==> src/rtl/uart_pwm_pkg.sv <==
// Shared constants and types for the UART-controlled PWM command path.
// Frame layout: header, 11 payload bytes, crc, footer.
package uart_pwm_pkg;

    localparam logic [7:0] FRAME_HDR   = 8'h55;
    localparam logic [7:0] FRAME_FTR   = 8'hAA;
    localparam logic [7:0] FUNC_CFG    = 8'h01;
    localparam logic [7:0] FUNC_EN     = 8'h02;
    localparam int         PAYLOAD_LEN = 11;
    localparam logic [7:0] CRC8_POLY   = 8'h07;

    typedef enum logic [1:0] {
        ST_IDLE,
        ST_PAYLOAD,
        ST_CRC,
        ST_FOOTER
    } frame_state_t;

endpackage

==> src/rtl/uart_pwm_frame_parser_crc8_byte.sv <==
// One byte of CRC-8 (MSB-first, no reflection), fully combinational.
module crc8_byte
    import uart_pwm_pkg::*;
(
    input  logic [7:0] crc_in,
    input  logic [7:0] data_in,
    output logic [7:0] crc_out
);

    logic [7:0] c;

    always_comb begin
        c = crc_in ^ data_in;
        for (int i = 0; i < 8; i++) begin
            c = c[7] ? ((c << 1) ^ CRC8_POLY) : (c << 1);
        end
        crc_out = c;
    end

endmodule

==> src/rtl/uart_pwm_frame_parser.sv <==
// Assembles 14-byte command frames from the UART receiver, validates footer,
// CRC and function/channel, then presents decoded fields with a write strobe.
module uart_pwm_frame_parser
    import uart_pwm_pkg::*;
#(
    parameter int NUM_CHANNELS = 6,
    parameter int CLK_FREQ     = 50_000_000,
    parameter int TIMEOUT_US   = 2000
) (
    input  logic        sys_clk,
    input  logic        sys_rst_n,
    input  logic        rx_done,
    input  logic [7:0]  rx_data,
    output logic        cfg_wr,
    output logic        en_wr,
    output logic [7:0]  ch,
    output logic [7:0]  ctrl_sta,
    output logic [7:0]  duty_num,
    output logic [15:0] pulse_dessert,
    output logic [7:0]  pulse_num,
    output logic [31:0] pattern,
    output logic        crc_err,
    output logic        frame_err,
    output logic        func_err,
    output logic        busy
);

    localparam int          TIMEOUT_CYC = CLK_FREQ / 1_000_000 * TIMEOUT_US;
    localparam logic [31:0] TO_LIMIT    = 32'(TIMEOUT_CYC - 1);
    localparam logic [3:0]  LAST_IDX    = 4'(PAYLOAD_LEN - 1);
    localparam logic [7:0]  CH_MAX      = 8'(NUM_CHANNELS);

    frame_state_t state, state_next;
    logic [3:0]   idx;
    logic [7:0]   crc;
    logic [7:0]   crc_nxt;
    logic [7:0]   rx_crc;
    logic [7:0]   shadow [PAYLOAD_LEN];
    logic [31:0]  to_cnt;

    logic timeout_hit;
    logic ftr_bad, crc_bad, func_bad, accept;
    logic func_ok, ch_ok;

    crc8_byte u_crc (
        .crc_in  (crc),
        .data_in (rx_data),
        .crc_out (crc_nxt)
    );

    assign func_ok = (shadow[0] == FUNC_CFG) || (shadow[0] == FUNC_EN);
    assign ch_ok   = (shadow[1] != 8'h00) && (shadow[1] <= CH_MAX);
    assign busy    = (state != ST_IDLE);

    // A byte landing in the expiry cycle wins over the timeout.
    assign timeout_hit = (state != ST_IDLE) && !rx_done && (to_cnt >= TO_LIMIT);

    always_comb begin
        state_next = state;
        ftr_bad    = 1'b0;
        crc_bad    = 1'b0;
        func_bad   = 1'b0;
        accept     = 1'b0;
        case (state)
            ST_IDLE: begin
                if (rx_done && rx_data == FRAME_HDR) state_next = ST_PAYLOAD;
            end
            ST_PAYLOAD: begin
                if (rx_done && idx == LAST_IDX) state_next = ST_CRC;
            end
            ST_CRC: begin
                if (rx_done) state_next = ST_FOOTER;
            end
            ST_FOOTER: begin
                if (rx_done) begin
                    state_next = ST_IDLE;
                    if (rx_data != FRAME_FTR)    ftr_bad  = 1'b1;
                    else if (rx_crc != crc)      crc_bad  = 1'b1;
                    else if (!(func_ok && ch_ok)) func_bad = 1'b1;
                    else                          accept   = 1'b1;
                end
            end
            default: state_next = ST_IDLE;
        endcase
        if (timeout_hit) state_next = ST_IDLE;
    end

    always_ff @(posedge sys_clk or negedge sys_rst_n) begin
        if (!sys_rst_n) state <= ST_IDLE;
        else            state <= state_next;
    end

    always_ff @(posedge sys_clk or negedge sys_rst_n) begin
        if (!sys_rst_n) begin
            idx           <= '0;
            crc           <= '0;
            rx_crc        <= '0;
            to_cnt        <= '0;
            for (int i = 0; i < PAYLOAD_LEN; i++) shadow[i] <= '0;
            cfg_wr        <= 1'b0;
            en_wr         <= 1'b0;
            crc_err       <= 1'b0;
            frame_err     <= 1'b0;
            func_err      <= 1'b0;
            ch            <= '0;
            ctrl_sta      <= '0;
            duty_num      <= '0;
            pulse_dessert <= '0;
            pulse_num     <= '0;
            pattern       <= '0;
        end else begin
            if (rx_done || timeout_hit) to_cnt <= '0;
            else if (state != ST_IDLE)  to_cnt <= to_cnt + 32'd1;

            if (rx_done) begin
                case (state)
                    ST_IDLE: begin
                        if (rx_data == FRAME_HDR) begin
                            crc <= '0;
                            idx <= '0;
                        end
                    end
                    ST_PAYLOAD: begin
                        shadow[idx] <= rx_data;
                        crc         <= crc_nxt;
                        idx         <= idx + 4'd1;
                    end
                    ST_CRC:  rx_crc <= rx_data;
                    default: ;
                endcase
            end

            frame_err <= ftr_bad | timeout_hit;
            crc_err   <= crc_bad;
            func_err  <= func_bad;
            cfg_wr    <= accept && (shadow[0] == FUNC_CFG);
            en_wr     <= accept && (shadow[0] == FUNC_EN);

            if (accept) begin
                ch            <= shadow[1];
                ctrl_sta      <= shadow[2];
                duty_num      <= shadow[3];
                pulse_dessert <= {shadow[4], shadow[5]};
                pulse_num     <= shadow[6];
                pattern       <= {shadow[7], shadow[8], shadow[9], shadow[10]};
            end
        end
    end

endmodule
==> config.mk <==
export PLATFORM = sky130hd
export DESIGN_NAME = uart_pwm_frame_parser
export DESIGN_NICKNAME = d
export VERILOG_FILES = /design/src/rtl/uart_pwm_pkg.sv /design/src/rtl/uart_pwm_frame_parser_crc8_byte.sv /design/src/rtl/uart_pwm_frame_parser.sv
export SDC_FILE = /design/constraint.sdc
export NUM_CORES = 1
export LEC_CHECK = 0
export BUFFER_PORTS_ARGS = -buffer_cell sky130_fd_sc_hd__buf_2
export CAP_MARGIN = 30
export CELL_PAD_IN_SITES_DETAIL_PLACEMENT = 1
export CELL_PAD_IN_SITES_GLOBAL_PLACEMENT = 1
export CORE_MARGIN = 2
export CORE_UTILIZATION = 30
export CTS_CLUSTER_DIAMETER = 60
export DETAILED_ROUTE_END_ITERATION = 10
export GPL_TIMING_DRIVEN = 0
export PLACE_DENSITY_LB_ADDON = 0.1
export REMOVE_ABC_BUFFERS = 1
export SYNTH_ARGS = -nofsm -noshare
export SYNTH_HDL_FRONTEND = slang
export SYNTH_SLANG_ARGS = --single-unit
==> constraint.sdc <==
create_clock -name sys_clk -period 2.1 [get_ports sys_clk]
set_input_delay 0.525 -clock sys_clk [delete_from_list [all_inputs] [get_ports sys_clk]]
set_output_delay 0.525 -clock sys_clk [all_outputs]
set_load 0.1 [all_outputs]
==> summary.txt <==
Worst-skew pair later-pin latency: 0.54 ns
Flops & latches, synth: 227
Routed WL per cell: 18.6 um
Setup crit end kind: flip-flop
Total GRT Usage: 14.5%
Vias in the first global route: 6,573
Synth Area per Inst: 13.8 um^2
CP Data Required Time: 2.52 ns
Non-filler cells, final: 1,298
Io pins: 97
Final period util: 102%
Final setup violating endpoints: 57
Post-synth EDFFs: 0
Crit path time final: 2.14 ns
Slew Limit Fails: 0
Num Clock Sinks: 227
Vias: 6,030
Failing checks: setup timing
Placed cells: 1,225
Clock buffer depth: 3
Crit path buffers/inverters: 2
Initial core utilization: 30.4%
Cell mode on critical path: buf_12
Pin count of the biggest net entering global routing: 103
CP startpoint kind: flip-flop
Drt first pass iters: 4
Synth-to-layout area growth: 24.8%
RSZ-0062 raised after global routing: true
Clock transition at path regs: 0.06 ns
Final hold slack: 0.343 ns
Run status: finished with violations
Hold WC Path Type: input pin to flip-flop
CTS tree: done
Mapped Area: 9880 um^2
Reg2Reg Depth: 7
H-tree depth: 1
Fill cells: 3,360
DRC violations left: 0
Violation count after the first detailed-route iteration: 212
DPL Wire Length: 15,400 um
Initial antenna violation count: 1
Worst Path Max Fanout: 30
Final wirelength: 24,200 um
Site row count: 66
Slowest-stage cell, CP: dfrtp_1
Slew @ Worst Pin: 0.567 ns
Async SR Flop Fraction: 100%
Cell taking the most area after synthesis: dfrtp_1
Die area: 34,400 um^2
Stages on worst setup path: 7
Most common cell in the synthesized netlist: dfrtp_1
Sequential-to-total area share from yosys stat: 57.5%
Final clock skew: 0.0126 ns
Worst hold stages: 2
PD cells: 1050 nW/um^2
Final core occ: 38.0%
Static leakage: 6.05 nW
Number of nets in the layout: 852
GP Congestion: 0.696
Synth top area share: 57.5%
Cell area after layout: 12,300 um^2
Yosys Warn Count: 0
PortBufs: 96
Total CTS buffers: 29
Final hold vios: 0
Maxcap violations: 0
Post-synthesis instance total: 717
Crit path kind: flip-flop to flip-flop
Die extent in x: 185 um
First-pass GRT wire length: 38,500 um
Core area: 32,500 um^2
Avg Vias per Cell: 4.65
Top cells by area, synth: dfrtp_1, mux2_2, mux2_4
Ys flop type: dfrtp_1
Max Clock Freq: 468 MHz
Total Power: 13.0 mW
Critical path arrival: 2.56 ns
Setup ws final: -0.0379 ns
Critical-path cell list: nor4_2, nand4_1, nor3_4, nand3_4, buf_12, buf_12, mux2_4
Total grt overflow: 0
Slew margin rel.: 62.2%
Post-synth top cells: dfrtp_1, mux2_2, mux2_4
Placed cell areas: 10,800 um^2
Remaining antenna violation count: 0
Peak VDD IR: 0.753 mV
Worst path max stage delay: 0.39 ns
Yosys cell types: 46
Clock Tree Root: clkbuf_16
Delay-heaviest family, CP: simple AND/OR/NAND/NOR gates
Layout cells sized above 1: 45.1%
Die Y: 185 um
-- area by class of cell --
type / instances / area (um^2) / share of cell area, %
repair buffers: 119 / 863 / 7.01
clock inverters: 20 / 223 / 1.81
well taps: 442 / 553 / 4.49
diodes: 1 / 2.50 / 0.0203
inverters: 14 / 56.3 / 0.457
flip-flops and latches: 227 / 5680 / 46.1
clock buffers: 34 / 795 / 6.45
multi-input cells: 441 / 4150 / 33.7
-- timing repair --
| action | CTS | global route |
|---|---|---|
| hold buffers | 1 | 0 |
| hold endpoints to repair | 36 | 0 |
| endpoints found under the setup margin | 202 | 181 |
| cloned | 2 | 0 |
| setup buffers | 9 | 6 |
| pin swaps | 7 | 3 |
| gates resized for setup | 35 | 17 |
-- worst reg2reg max path, stage by stage, from the launching register on --
cell,delay (ns)
dfrtp_1,0.39
nor4_2,0.28
nand4_1,0.22
nor3_4,0.32
nand3_4,0.11
buf_12,0.17
buf_12,0.18
mux2_4,0.35
-- per-stage QoR --
stage	setup slack [ns]	TNS [ns]
final	-0.0379	-0.973
after global routing	-0.126	-7.63
after CTS	-0.0792	-3.47
after detailed placement	-0.790	-92.12
after global placement	-3.51	-983.99
after floorplan	-0.637	-64.35
-- sequential cells by signal, summed over array words and instances, names as in the netlist, 16 cells and up --
register / count
to_cnt: 32
pulse_dessert: 16
pattern: 32
shadow: 88
-- worst paths after layout --
| kind | startpoint | to | slack (ns) |
|---|---|---|---|
| worst max register to register | shadow[83]$_DFFE_PN0P_ | duty_num[1]$_DFFE_PN0N_ | -0.04 |
| max in group asynchronous | sys_rst_n | shadow[53]$_DFFE_PN0P_ | 0.40 |
| worst min register to register | ch[4]$_DFFE_PN0N_ | ch[4]$_DFFE_PN0N_ | 0.47 |
| min in group asynchronous | sys_rst_n | to_cnt[15]$_DFFE_PN0P_ | 0.46 |
| worst min-delay path | rx_done | to_cnt[1]$_DFFE_PN0P_ | 0.34 |
| worst max-delay path | shadow[83]$_DFFE_PN0P_ | duty_num[1]$_DFFE_PN0N_ | -0.04 |
-- layout by cell type, fill, tap and decap left out, types with 3 or more instances in the layout --
cell type	count
dfrtp_1	227
mux2_2	99
buf_2	94
mux2_4	73
xnor2_1	43
nor2_1	40
clkbuf_16	29
nand2_1	26
nor3_1	16
nand4_1	12
a21oi_1	12
inv_1	11
nand3_1	11
nor4_2	10
buf_4	10
xor2_1	8
nor2_4	7
ha_1	7
buf_12	7
nor4_1	6
and2_1	6
a22o_1	6
and3_1	5
clkinv_4	5
clkinv_2	5
clkbuf_8	5
buf_16	5
a31oi_1	4
clkinvlp_4	3
and4bb_2	3
nand2b_1	3
and4_1	3
o21ai_0	3
o21bai_1	3
o22ai_1	3
inv_6	3
bufinv_16	3
-- logic make-up after synthesis --
group	synth area share [%]
AO/OA/AOI/OAI	2.50
adder cells (fa/ha/maj)	1.14
flip-flops	57.5
AND/OR/NAND/NOR	9.15
XOR/XNOR	4.52
multiplexers	22.6
buffers and inverters	2.61
-- power by group --
group | total (mW) | leakage (nW) | switching [mW] | internal (mW)
logic | 2.45 | 2.44 | 1.26 | 1.19
registers | 5.39 | 3.11 | 0.471 | 4.92
clock network | 5.13 | 0.502 | 2.01 | 3.11
total | 13.0 | 6.05 | 3.74 | 9.23
-- layer usage --
layer,track usage [%],wire [um],part of all wire [%]
met5,0,0,0
met4,3.33,485,2.0
met3,2.72,1000,4.2
met2,24.7,12000,50
met1,18.9,10700,44
Power figures use the tool's default switching activity.
